File: src/rtl/stopwatch_pkg.sv
// Shared types and constants for the stopwatch run/pause/lap/clear controller.
package stopwatch_pkg;

  localparam int unsigned SW_CNT_W         = 6;
  localparam int unsigned TICK_DIV_DEFAULT = 50_000_000;
  localparam int unsigned MAX_VAL_DEFAULT  = 59;

  typedef enum logic [1:0] {
    IDLE  = 2'd0,
    RUN   = 2'd1,
    PAUSE = 2'd2,
    LAP   = 2'd3
  } sw_state_t;

  // One bit per push-button, used for both levels and detected edges
  typedef struct packed {
    logic clr;
    logic start;
    logic lap;
  } btn_evt_t;

endpackage

File: src/rtl/tick_prescaler.sv
// Divides CLK by TICK_DIV while enabled; emits a registered one-cycle tick after each wrap.
module tick_prescaler
  import stopwatch_pkg::*;
#(
  parameter int unsigned TICK_DIV = TICK_DIV_DEFAULT
) (
  input  logic CLK,
  input  logic rst,
  input  logic en,
  output logic tick
);

  localparam int unsigned CW = $clog2(TICK_DIV);
  localparam logic [CW-1:0] LAST = CW'(TICK_DIV - 1);

  logic [CW-1:0] cnt_q, cnt_d;
  logic          tick_q, tick_d;

  // Count holds while disabled so a paused partial second is preserved
  always_comb begin
    cnt_d  = cnt_q;
    tick_d = 1'b0;
    if (en) begin
      if (cnt_q == LAST) begin
        cnt_d  = '0;
        tick_d = 1'b1;
      end else begin
        cnt_d = cnt_q + CW'(1);
      end
    end
  end

  always_ff @(posedge CLK) begin
    if (rst) begin
      cnt_q  <= '0;
      tick_q <= 1'b0;
    end else begin
      cnt_q  <= cnt_d;
      tick_q <= tick_d;
    end
  end

  assign tick = tick_q;

endmodule

File: src/rtl/stopwatch_ctrl.sv
// Stopwatch controller: button edges, run/pause/lap/clear FSM, carry and lap freeze.
module stopwatch_ctrl
  import stopwatch_pkg::*;
#(
  parameter int unsigned TICK_DIV = TICK_DIV_DEFAULT,
  parameter int unsigned MAX_VAL  = MAX_VAL_DEFAULT
) (
  input  logic                CLK,
  input  logic                rst,
  input  logic                start_stop_btn,
  input  logic                lap_btn,
  input  logic                clear_btn,
  input  logic [SW_CNT_W-1:0] sec_val,
  input  logic [SW_CNT_W-1:0] min_val,
  output logic                sec_en,
  output logic                min_en,
  output logic                cnt_clr,
  output logic [SW_CNT_W-1:0] disp_sec,
  output logic [SW_CNT_W-1:0] disp_min,
  output logic                running,
  output logic                lap_active
);

  sw_state_t           state_q, state_d;
  btn_evt_t            btn_q, btn_d;
  btn_evt_t            evt_q, evt_d;
  btn_evt_t            sel_c;
  logic                running_q, running_d;
  logic                lap_q, lap_d;
  logic                cnt_clr_q, cnt_clr_d;
  logic [SW_CNT_W-1:0] lap_sec_q, lap_sec_d;
  logic [SW_CNT_W-1:0] lap_min_q, lap_min_d;
  logic                pre_clr_c;
  logic                pre_rst_c;
  logic                tick;

  // Rising-edge detect; the edge is registered so the FSM sees a clean pulse
  always_comb begin
    btn_d.clr   = clear_btn;
    btn_d.start = start_stop_btn;
    btn_d.lap   = lap_btn;
    evt_d.clr   = btn_d.clr   & ~btn_q.clr;
    evt_d.start = btn_d.start & ~btn_q.start;
    evt_d.lap   = btn_d.lap   & ~btn_q.lap;
  end

  // Keep only the highest-priority edge: clear > start > lap
  always_comb begin
    sel_c = '0;
    if (evt_q.clr)        sel_c.clr   = 1'b1;
    else if (evt_q.start) sel_c.start = 1'b1;
    else if (evt_q.lap)   sel_c.lap   = 1'b1;
  end

  always_comb begin
    state_d   = state_q;
    cnt_clr_d = 1'b0;
    pre_clr_c = 1'b0;
    lap_sec_d = lap_sec_q;
    lap_min_d = lap_min_q;
    unique case (state_q)
      IDLE: begin
        if (sel_c.clr)        cnt_clr_d = 1'b1;
        else if (sel_c.start) state_d   = RUN;
      end
      RUN: begin
        if (sel_c.start) begin
          state_d = PAUSE;
        end else if (sel_c.lap) begin
          state_d   = LAP;
          lap_sec_d = sec_val;
          lap_min_d = min_val;
        end
      end
      LAP: begin
        if (sel_c.start)    state_d = PAUSE;
        else if (sel_c.lap) state_d = RUN;
      end
      PAUSE: begin
        if (sel_c.clr) begin
          state_d   = IDLE;
          cnt_clr_d = 1'b1;
          pre_clr_c = 1'b1;
        end else if (sel_c.start) begin
          state_d = RUN;
        end
      end
      default: state_d = IDLE;
    endcase
    running_d = (state_d == RUN) || (state_d == LAP);
    lap_d     = (state_d == LAP);
  end

  // Button history loads from live levels in reset so a held button makes no edge
  always_ff @(posedge CLK) begin
    if (rst) begin
      state_q   <= IDLE;
      btn_q     <= btn_d;
      evt_q     <= '0;
      running_q <= 1'b0;
      lap_q     <= 1'b0;
      cnt_clr_q <= 1'b1;
      lap_sec_q <= '0;
      lap_min_q <= '0;
    end else begin
      state_q   <= state_d;
      btn_q     <= btn_d;
      evt_q     <= evt_d;
      running_q <= running_d;
      lap_q     <= lap_d;
      cnt_clr_q <= cnt_clr_d;
      lap_sec_q <= lap_sec_d;
      lap_min_q <= lap_min_d;
    end
  end

  assign pre_rst_c = rst | pre_clr_c;

  tick_prescaler #(
    .TICK_DIV (TICK_DIV)
  ) u_prescaler (
    .CLK  (CLK),
    .rst  (pre_rst_c),
    .en   (running_q),
    .tick (tick)
  );

  // sec_val only moves on a tick, so it is stable while the registered tick is high
  assign sec_en     = tick;
  assign min_en     = tick & (sec_val == SW_CNT_W'(MAX_VAL));
  assign cnt_clr    = cnt_clr_q;
  assign running    = running_q;
  assign lap_active = lap_q;
  assign disp_sec   = lap_q ? lap_sec_q : sec_val;
  assign disp_min   = lap_q ? lap_min_q : min_val;

endmodule

File: config.mk
export PLATFORM = sky130hd
export DESIGN_NAME = stopwatch_ctrl
export DESIGN_NICKNAME = d
export VERILOG_FILES = /design/src/rtl/stopwatch_pkg.sv /design/src/rtl/tick_prescaler.sv /design/src/rtl/stopwatch_ctrl.sv
export SDC_FILE = /design/constraint.sdc
export NUM_CORES = 1
export LEC_CHECK = 0
export CAP_MARGIN = 20
export CORE_ASPECT_RATIO = 1.25
export CORE_MARGIN = 4
export CORE_UTILIZATION = 30
export CTS_CLUSTER_SIZE = 14
export DETAILED_ROUTE_END_ITERATION = 7
export DONT_BUFFER_PORTS = 1
export PLACE_DENSITY = 0.43
export SYNTH_ARGS = -nofsm -noshare
export SYNTH_HDL_FRONTEND = slang
export SYNTH_SLANG_ARGS = --single-unit
File: constraint.sdc
create_clock -name CLK -period 2.1 [get_ports CLK]
set_clock_uncertainty 0.05 [all_clocks]
set_input_delay 0.315 -clock CLK [delete_from_list [all_inputs] [get_ports CLK]]
set_output_delay 0.315 -clock CLK [all_outputs]
set_load 0.005 [all_outputs]
==> impl_metrics.json, run 1 <==
{
  "drt-initial-drc-count": 98,
  "syn_inst": 255,
  "grt_pass1_vias": 1904,
  "fmax_mhz": 505,
  "drt_first_pass_iters": 5,
  "fin_cells": 365,
  "hold_path.class": "in -> reg",
  "die-area_mm2": 0.00889,
  "dp_hpwl_mm": 3.76,
  "htree_levels": 2,
  "fin_util": 0.368,
  "syn_area_mm2": 0.00223,
  "drt-wirelength-per-cell_um": 14.2,
  "drive_gt1_frac": 0.175,
  "grt_usage": 0.123,
  "wl_mm": 5.20,
  "r2r_end": "u_prescaler.cnt_q[22]$_SDFFE_PP0P_",
  "vias_per_cell": 5.20,
  "post-route-drc-count": 0,
  "yosysTopAreaCell": "dfxtp_1",
  "cp.required_ps": 2290,
  "ff2ff_path_depth": 5,
  "vdd.ir_drop.worst_mv": 0.395,
  "post-place-cells": 352,
  "final_nets": 292,
  "ioPinCount": 34,
  "wl_met3_um": 254,
  "endpoint": "u_prescaler.cnt_q[22]$_SDFFE_PP0P_",
  "highest_layer": "met4",
  "reg2reg_slack_ps": 120,
  "antenna_found_initial": 0,
  "antennaDiodeCount": 0,
  "core_mm2": 0.00710,
  "power.density_mw_per_mm2": 653,
  "end_kind": "register",
  "crit_type": "reg -> reg",
  "setup.worst_path.start": "u_prescaler.cnt_q[0]$_SDFFE_PP0P_",
  "synth_top_area_share": 0.440,
  "grt_max_degree": 17,
  "syn2layout_area_growth_pct": 17.0,
  "rsz0062_at_grt": "no",
  "drtAntennaViolNets": 0,
  "timing.final.ws_setup_ps": 120,
  "cp.arrival_ps": 2170,
  "synth_area_leaders": "dfxtp_1, mux2_2, a21oi_1, nand3_1, nand2_1",
  "relSlewSlack": 0.644,
  "clk_root_buffer_cell": "clkbuf_8",
  "hold_viol_final": 0,
  "cts_buffers": 5,
  "clk_latency_ps": 300,
  "period_needed_ps": 1980,
  "clock_sinks": 49,
  "cap_viol_max_count": 0,
  "final_max_slew_viol_count": 0,
  "fin_crit_sh": 0.943,
  "setup_viol": 0,
  "num_vias": 1899,
  "die_y_um": 104,
  "crit_fanout": 5,
  "clk_pin_slew_worst_paths_ps": 90,
  "cts_tree": "yes",
  "syn_avg_cell_area_um2": 8.75,
  "ys_ff_latch": 49,
  "seq_area_frac_synth": 0.440,
  "nFillCells": 730,
  "globalplace.congestion": 0.761,
  "status": "complete, no violations",
  "die_w_um": 85.1,
  "yosysUniqueCellTypes": 38,
  "clock_path_buffers": 2,
  "drt-met1-wl_mm": 2.32,
  "dp_worst_setup_slack_ps": 146,
  "rows": 34,
  "grt_pass1_wl_mm": 8.96,
  "worstReg2RegStart": "u_prescaler.cnt_q[0]$_SDFFE_PP0P_",
  "syn-num-nets": 273,
  "worst_pin_slew_ps": 534,
  "met2_length_mm": 2.51,
  "finalSetupTns_ps": 0,
  "p_leak_nw": 0.836,
  "ys_warn_count": 0,
  "port_buffers": 0,
  "overflow": 0,
  "start_kind": "register",
  "initial_utilization": 0.314
}
-- placed cells by master (no fill, tap or decap), drive strengths merged --
cell type | synthesis | final
dfxtp | 49 | 49
a31o | 3 | 3
nor2 | 19 | 19
nand2b | 1 | 1
and3 | 1 | 1
o31ai | 6 | 6
dlygate4sd3 | 0 | 5
clkbuf | 8 | 5
a21o | 1 | 1
mux2 | 12 | 12
and4 | 7 | 7
nand4 | 10 | 10
xnor2 | 10 | 10
nand4bb | 1 | 1
or3 | 2 | 2
nor3 | 6 | 6
a21boi | 1 | 1
inv | 7 | 7
mux2i | 1 | 1
or4b | 1 | 1
o21bai | 1 | 1
buf | 4 | 19
nor4 | 5 | 5
nand2 | 28 | 28
nand4b | 1 | 1
clkinv | 0 | 1
xor2 | 4 | 4
ha | 1 | 1
clkinvlp | 0 | 1
nor3b | 4 | 4
nor4b | 1 | 1
or4 | 6 | 6
bufinv | 0 | 1
nand3 | 22 | 22
o21ai | 5 | 5
a21oi | 27 | 27
-- cell usage after synthesis, drive strengths merged --
cell and instances:
nor4b 1, and3 1, a21boi 1, and4 7
buf 4, inv 7, mux2 12, a21oi 27
xor2 4, nand3 22, nor3 6, xnor2 10
nor2 19, o21ai 5, nand4 10, nand4bb 1
nor3b 4, ha 1, clkbuf 8, nand4b 1
o21bai 1, dfxtp 49, or4b 1, or4 6
o31ai 6, a31o 3, nand2b 1, nor4 5
nand2 28, a21o 1, or3 2, mux2i 1
-- registers in the layout, indices dropped and copies added, names as in the netlist --
name / cells
u_prescaler.tick: 1
lap_sec_q: 6
lap_active: 1
state_q: 2
btn_q: 3
u_prescaler.cnt_q: 26
lap_min_q: 6
cnt_clr: 1
evt_q: 3
-- cell type report --
| type | instances | area, um2 | area share |
|---|---|---|---|
| Timing Repair Buffer | 24 | 193 | 0.0738 |
| Sequential cell | 49 | 981 | 0.376 |
| Inverter | 7 | 26.3 | 0.0101 |
| Clock buffer | 5 | 68.8 | 0.0264 |
| Tap cell | 90 | 113 | 0.0431 |
| Multi-Input combinational cell | 187 | 1180 | 0.453 |
| Clock inverter | 3 | 46.3 | 0.0177 |
-- how the worst min path moves through the flow --
stage                               from                        end  slack [ps]  cells after the start
final                                rst  lap_min_q[1]$_SDFFE_PP0P_          20                      1
after floorplan                  lap_btn           btn_q[0]$_DFF_P_         290                      0
after CTS                            rst      state_q[0]$_SDFF_PP0_           2                      1
after global routing                 rst      state_q[0]$_SDFF_PP0_           2                      1
after detailed placement  start_stop_btn           btn_q[1]$_DFF_P_         290                      0
after global placement    start_stop_btn           btn_q[1]$_DFF_P_         290                      0
-- metal layers --
layer	GRT usage	vias to the layer above
met2	0.212	34
met1	0.143	895
met3	0.0269	6
met4	0.0532	0
li1	-	964
met5	0	-
-- logic make-up (layout without fill, tap and decap cells) --
kind of cell / after synthesis / count (layout) / synth area share
simple gates: 115 / 115 / 0.285
flops: 49 / 49 / 0.440
mux: 13 / 13 / 0.0651
compound gates: 44 / 44 / 0.116
xor+xnor: 14 / 14 / 0.0550
buf+inv: 19 / 39 / 0.0342
fa+ha+maj: 1 / 1 / 0.00561
-- metrics by stage --
stage               area (um2)  hold slack [ps]  power (mW)
floorplan                 2230              293        1.02
global placement          2450              293        1.04
detailed placement        2450              293        1.04
CTS                       2600             1.63        1.75
global route              2610             2.07        1.79
finish                    2610             23.9        1.70
-- report_power, final --
part / internal, mW / switching, mW
clock: 0.357 / 0.324
sequential: 0.939 / 0.00803
combinational: 0.0367 / 0.0403
-- critical path: stages (launching register included) --
cell and delay, ps:
dfxtp_1 340, ha_1 210, nand4_4 110, or4b_1 620, or4_4 450, a21oi_2 140
-- timing repair --
item	in CTS	in global routing
endpoints found under the hold margin	10	4
buffers inserted	0	0
gates resized for setup	0	0
hold buffers	4	1
Power figures use the tool's default switching activity.
==> run 2: changes to the inputs <==
--- a/config.mk
+++ b/config.mk
@@ -5,7 +5,6 @@
 export SDC_FILE = /design/constraint.sdc
 export NUM_CORES = 1
 export LEC_CHECK = 0
-export CAP_MARGIN = 20
 export CORE_ASPECT_RATIO = 1.25
 export CORE_MARGIN = 4
 export CORE_UTILIZATION = 30
==> results of run 2 <==
Final layout, timing and power as in run 1 (identical DEF).
